File: src/rtl/systolic_ctrl.sv
// Operand buffering and skewed edge sequencing for an N x N pe array.
// Optional SYSTOLIC_CTRL_ACCUM_EN: accumulate input skips the array clear.
module systolic_ctrl #(
    parameter int N          = 4,
    parameter int DATA_WIDTH = 8,
    parameter int IDX_W      = $clog2(N)
) (
    input  logic                    clk,
    input  logic                    rst,
    input  logic                    wr_en,
    input  logic                    wr_sel,
    input  logic [IDX_W-1:0]        wr_row,
    input  logic [IDX_W-1:0]        wr_col,
    input  logic [DATA_WIDTH-1:0]   wr_data,
    input  logic                    start,
`ifdef SYSTOLIC_CTRL_ACCUM_EN
    input  logic                    accumulate,
`endif
    output logic                    busy,
    output logic                    done,
    output logic                    arr_rst_n,
    output logic                    arr_we,
    output logic [N*DATA_WIDTH-1:0] a_edge,
    output logic [N*DATA_WIDTH-1:0] b_edge
);

    localparam int CW = $clog2(3 * N);
    localparam logic [CW-1:0] T_LAST = CW'(3 * N - 2);

    typedef enum logic [1:0] {
        IDLE,
        CLEAR,
        COMPUTE,
        DONE
    } state_t;

    state_t          state;
    logic [CW-1:0]   t;
    logic            skip_clear;
    logic            wr_ok;

    logic [DATA_WIDTH-1:0] a_buf [N][N];
    logic [DATA_WIDTH-1:0] b_buf [N][N];

`ifdef SYSTOLIC_CTRL_ACCUM_EN
    assign skip_clear = accumulate;
`else
    assign skip_clear = 1'b0;
`endif

    always_ff @(posedge clk or posedge rst) begin
        if (rst) begin
            state <= IDLE;
            t     <= '0;
        end else begin
            unique case (state)
                IDLE: begin
                    if (start) begin
                        t     <= '0;
                        state <= skip_clear ? COMPUTE : CLEAR;
                    end
                end
                CLEAR: begin
                    t     <= '0;
                    state <= COMPUTE;
                end
                COMPUTE: begin
                    if (t == T_LAST) state <= DONE;
                    else             t     <= t + 1'b1;
                end
                DONE: state <= IDLE;
            endcase
        end
    end

    // Host writes only land while the array is not consuming the buffers.
    assign wr_ok = wr_en && (state == IDLE || state == DONE);

    always_ff @(posedge clk or posedge rst) begin
        if (rst) begin
            for (int r = 0; r < N; r++) begin
                for (int c = 0; c < N; c++) begin
                    a_buf[r][c] <= '0;
                    b_buf[r][c] <= '0;
                end
            end
        end else if (wr_ok) begin
            if (wr_sel) b_buf[wr_row][wr_col] <= wr_data;
            else        a_buf[wr_row][wr_col] <= wr_data;
        end
    end

    assign busy      = (state == CLEAR) || (state == COMPUTE);
    assign done      = (state == DONE);
    assign arr_we    = (state == COMPUTE);
    assign arr_rst_n = !rst && (state != CLEAR);

    // Row i / column j run i (j) steps behind, forming the diagonal wavefront.
    always_comb begin
        a_edge = '0;
        b_edge = '0;
        if (state == COMPUTE) begin
            for (int i = 0; i < N; i++) begin
                if (t >= CW'(i) && t < CW'(i + N)) begin
                    a_edge[i*DATA_WIDTH +: DATA_WIDTH] =
                        a_buf[i][IDX_W'(t - CW'(i))];
                    b_edge[i*DATA_WIDTH +: DATA_WIDTH] =
                        b_buf[IDX_W'(t - CW'(i))][i];
                end
            end
        end
    end

endmodule
File: config.mk
export PLATFORM = sky130hd
export DESIGN_NAME = systolic_ctrl
export DESIGN_NICKNAME = d
export VERILOG_FILES = /design/src/rtl/systolic_ctrl.sv
export SDC_FILE = /design/constraint.sdc
export NUM_CORES = 1
export LEC_CHECK = 0
export ABC_AREA = 1
export ABC_CLOCK_PERIOD_IN_PS = 11600
export CORE_MARGIN = 3
export CORE_UTILIZATION = 35
export DETAILED_ROUTE_END_ITERATION = 8
export DONT_BUFFER_PORTS = 1
export HOLD_SLACK_MARGIN = 0.12
export PLACE_DENSITY = 0.57
export SYNTH_ARGS = -nofsm -noshare
export SYNTH_HDL_FRONTEND = slang
export SYNTH_SLANG_ARGS = --single-unit
File: constraint.sdc
create_clock -name clk -period 11.6 [get_ports clk]
set_input_delay 1.16 -clock clk [delete_from_list [all_inputs] [get_ports clk]]
set_output_delay 1.16 -clock clk [all_outputs]
set_load 0.01 [all_outputs]
After elaboration in Yosys (flattened, before gate mapping)
Index checks and enable logic that the tools add are counted.
{"block": "op_classes", "eq_ne": 8, "n_reduce_logical": 17, "muxes": 46, "bitwise_logic": 7, "n_addsub": 4, "magnitude_cmp": 16}
{"op": "$bmux W32 S2", "count": 4}
{"op": "$bwmux W128", "count": 2}
{"op": "$mux W32", "count": 5}
{"op": "$mux W8", "count": 19}
{"op": "$bmux W8 S2", "count": 4}
{"op": "$demux W32 S2", "count": 1}
{"op": "$mux W24", "count": 2}
{"op": "$mux W16", "count": 2}
{"op": "$ge A3 B3 Y1 const B", "count": 6}
{"op": "$not A2 Y3", "count": 6}
{"op": "$demux W8 S2", "count": 1}
{"op": "$lt A4 B3 Y1 const B", "count": 4}
{"op": "$pmux W4 S3", "count": 1}
{"op": "$ge A4 B1 Y1 const B", "count": 2}
{"op": "$ge A4 B2 Y1 const B", "count": 2}
{"op": "$logic_and A1 B1 Y1", "count": 8}
{"op": "$mux W4", "count": 2}
{"op": "$pmux W2 S4", "count": 1}
{"op": "$lt A3 B1 Y1 const B", "count": 2}
{"op": "$reduce_and A2 Y1", "count": 3}
{"op": "$add A4 B1 Y4 const B", "count": 1}
{"op": "$eq A2 B2 Y1 const B", "count": 2}
{"op": "$eq A4 B4 Y1 const B", "count": 1}
{"op": "$mux W2", "count": 2}
{"op": "other kinds (11)", "count": 15}
{"block": "word_totals", "input_bits": 17, "register_bits": 262, "output_inout_bits": 68, "elab_cells": 132}

Longest topological paths before layout
{"block": "logic_depth", "depth_word": 8, "depth_mapped": 10, "ltp_nobuf": 8}

Least setup slack after synthesis
OpenSTA, ideal clock, no wires.
{"block": "synth_timing", "kind": "reg-to-output", "startpoint": "register t[0]", "endpoint": "output port b_edge[10]", "slack_ns": 8.227, "stages_incl_launch_ff": 11, "arrival_ns": 2.213, "path_cell_list": "dfrtp_1 buf_2 clkinv_1 buf_2 clkbuf_1 ha_1 clkbuf_1 inv_1 buf_1 nand3_1 a21oi_1"}
{"block": "synth_between", "elab_chain_len": 7}
{"item": "start: declaration", "line": "38", "text": "logic [CW-1:0] t;"}
{"item": "start signal: assignment", "line": "69", "text": "else t <= t + 1'b1;"}
{"item": "$sub A2 B1 Y2", "line": "108", "text": "b_buf[IDX_W'(t - CW'(i))][i];"}
{"item": "$not A2 Y3 (implied by the code)", "line": "108"}
{"item": "$bmux W32 S2", "line": "108"}
{"item": "$mux W24 (implied by the code) (2 in series)", "line": "108"}
{"item": "$mux W8 *", "line": "104", "text": "if (t >= CW'(i) && t < CW'(i + N)) begin"}
{"item": "$mux W32 *", "line": "102", "text": "if (state == COMPUTE) begin"}
{"item": "end: declaration", "line": "24", "text": "output logic [N*DATA_WIDTH-1:0] b_edge"}
Every way passes the cells marked *; elsewhere a longest branch is shown, timed or not. The select of a mux whose other input is x is not followed.

Worst setup path in the final report
{"block": "layout_timing", "startpoint": "register t[0]", "endpoint": "output port a_edge[26]"}
{"block": "layout_between", "elab_chain_len": 7}
{"item": "$sub A2 B2 Y2", "line": "106", "text": "a_buf[i][IDX_W'(t - CW'(i))];"}
{"item": "$not A2 Y3 (implied by the code)", "line": "106"}
{"item": "$bmux W8 S2", "line": "106"}
{"item": "$mux W8 (implied by the code) (2 in series)", "line": "106"}
{"item": "$mux W8 *", "line": "104"}
{"item": "$mux W32 *", "line": "102"}
{"item": "end: declaration", "line": "23", "text": "output logic [N*DATA_WIDTH-1:0] a_edge,"}
Marks and branches as above.

==> results by group <==
Floorplanning
  – Core area: 0.0359 mm^2
  – Die height: 198 um
  – IO Pins: 85
  – Full die area: 0.0392 mm^2
  – # rows: 69
  – Initial Util: 35.9%
  – Die Width: 198 um

Critical path
  – Critical Path Sink Type: output pin
  – Setup CP Type: flip-flop to output pin
  – Critical-path cell list: clkinv_2, ha_1, inv_1, nand3_1, a21oi_1
  – CP max stage cell: inv_1
  – Critical Path Start Type: flip-flop
  – Maximum fanout along the worst path: 44
  – Required @ worst endpoint: 10.44 ns
  – Crit path largest cell delay: 0.88 ns
  – Worst path arrival time: 3.95 ns

Power
  – Power share of the clock group: 28.3%
  – Switching power: 0.00135 W
  – Combinational share of power: 30.6%
  – Switching part of the total: 37.1%
  – Pwr dens: 256 mW/mm^2
  – Leakage: 7.33 nW
  – Share of power burned in registers: 41.1%
  – Internal Dissipation: 0.00229 W
  – VDD IR-drop max: 0.142 mV

STA
  – Final Hold Viols: 0
  – Finish-stage setup viols: 0
  – Minimum clock period: 5.11 ns
  – Max-slew headroom: 19.1%
  – Fin crit share: 44.0%
  – Slew @ Worst Pin: 1.21 ns
  – RSZ-0062 raised after global routing: false
  – Max Slew Vio Count: 0
  – Fin Setup TNS: 0 ns
  – Skew final: 0.0151 ns
  – Fmax: 0.196 GHz

Synth
  – Post-synthesis sequential element count: 262
  – Post-Synthesis Cell Area: 0.0129 mm^2
  – Sequential area share after synthesis: 50.8%
  – Distinct cell type count after synthesis: 21
  – Gate Count Post-Synth: 1817
  – Syn_nets: 1843
  – Yosys Warn Count: 0
  – Syn avg cell area: 7.10 um^2

Global routing
  – Total GRT Usage: 20.7%
  – Total grt overflow: 0
  – Largest net degree at the start of global routing: 113
  – Global-route wire length before repair: 63200 um
  – Initial antenna violation count: 0
  – Vias in the first global route: 10600

Final layout
  – Leading cell type in the layout, fill and taps excluded: nand2_1
  – Multi-input gate area: 0.00533 mm^2
  – Area grow syn2layout: 10.3%
  – NumNets Final: 1792
  – Fillers: 3705
  – Register Area: 0.00656 mm^2
  – Fraction of layout cells with a size suffix above 1: 4.14%
  – Most frequent cells in the layout: 948 x nand2_1, 261 x dfrtp_1, 165 x inv_1
  – Fin area: 0.0142 mm^2

Placed design
  – RePlAce Congestion: 0.893
  – HPWL after DPL: 25700 um
  – Area after DPL: 0.0132 mm^2
  – Port bufs: 0

Detailed routing
  – Pre-antenna DRT Iters: 8
  – WL/cell: 18.0 um
  – DR iter-0 viols: 1018
  – Vias per std cell: 4.99
  – Remaining DRCs: 0
  – Routed vias: 11200
  – WL final: 40600 um
  – Detail Route Antenna Nets: 0

CTS
  – Root Driver: clkbuf_16
  – Post-CTS sizing: 0
  – Worst skew pair latency: 0.55 ns
  – Longest Clk Path Bufs: 3
  – CTS tree: built
  – Count of hold-fix buffers inserted at cts: 0
  – Clock sinks: 262
  – Clk pin slew, worst setup/hold paths: 0.06 ns
  – H-tree levels: 1
  – Post-CTS Setup Bufs: 0
  – Total CTS buffers: 30

Flow run
  – Max_cap viols: 0

Min path
  – Hold crit path type: flip-flop to flip-flop

Run status
  – Outcome: complete, no violations
-- cell type report --
cell class	instances	share of cell area, %
antenna	1	0.0176
clock buffer	39	5.88
clock inverter	14	1.59
inverter	169	4.52
multi-input combinational	1296	37.5
sequential	262	46.1
tap	461	4.05
timing repair buffer	7	0.369
-- layer usage --
metal / vias up / routed length, um / GRT usage (%)
li1: 5431 / - / -
met1: 5376 / 18700 / 30.0
met2: 365 / 18300 / 32.7
met3: 57 / 2570 / 3.18
met4: 0 / 997 / 5.29
met5: - / 0 / 0
-- cells in the mapped netlist, drive strengths merged --
| library cell | n | area (um^2) |
|---|---|---|
| nand2 | 955 | 3600 |
| a21oi | 65 | 325 |
| nand3 | 74 | 375 |
| clkinv | 2 | 7.51 |
| buf | 31 | 158 |
| nand4 | 4 | 25.0 |
| ha | 9 | 113 |
| o21ai | 128 | 641 |
| dfrtp | 262 | 6560 |
| clkbuf | 59 | 221 |
| nor2 | 59 | 234 |
| inv | 167 | 627 |
| or2 | 2 | 12.5 |
-- final timing paths --
check                           from         end  slack [ns]  cells past startpoint
max in group asynchronous        rst        t[0]        9.32                      2
max                             t[0]  a_edge[26]        6.49                      5
min reg2reg                a_buf[48]   a_buf[48]        0.48                      2
max reg2reg                     t[0]        t[1]        8.85                      5
min                        a_buf[48]   a_buf[48]        0.48                      2
min in group asynchronous        rst    state[0]        0.56                      1
-- critical path, delay by kind of cell, from the launching register on --
kind                     cells  cell delay, ns
AO/OA/AOI/OAI                1            0.31
adder cells (fa/ha/maj)      1            0.55
buffers and inverters        2            1.58
flip-flops                   1            0.75
AND/OR/NAND/NOR              1            0.19
-- power by group through the flow --
stage | Combinational, W | Sequential (W) | Clock (W)
2_1_floorplan | 0.000870 | 0.00145 | 0
3_3_place_gp | 0.00110 | 0.00150 | 0
3_5_place_dp | 0.00111 | 0.00151 | 0
4_1_cts | 0.00112 | 0.00149 | 0.00104
5_1_grt | 0.00129 | 0.00154 | 0.00108
6_report | 0.00111 | 0.00150 | 0.00103
-- cell families (layout without fill, tap and decap cells) --
| kind of cell | count (synthesis) | after routing | synth area share, % |
|---|---|---|---|
| simple gates | 1094 | 1094 | 32.9 |
| flops | 262 | 262 | 50.8 |
| buf+inv | 259 | 229 | 7.86 |
| compound gates | 193 | 193 | 7.49 |
| fa+ha+maj | 9 | 9 | 0.873 |
| other cells | 0 | 1 | 0 |
-- registers in the layout, indices dropped and copies added (netlist names) --
name,cells
a_buf,128
b_buf,128
state,2
t,4
-- stage by stage --
stage                     total power, W  hold WS, ns  utilization (%)  setup slack [ns]  instances
after floorplan                  0.00232        0.449                -              3.23       1817
after global placement           0.00260        0.461             36.6              7.10       2195
after detailed placement         0.00262        0.465             36.6              7.03       2195
after CTS                        0.00366        0.481             39.6              6.43       2248
after global routing             0.00391        0.487             39.6              6.22       2248
final                            0.00364        0.477             39.6              6.49       2249
(Power assumes the default switching activity.)
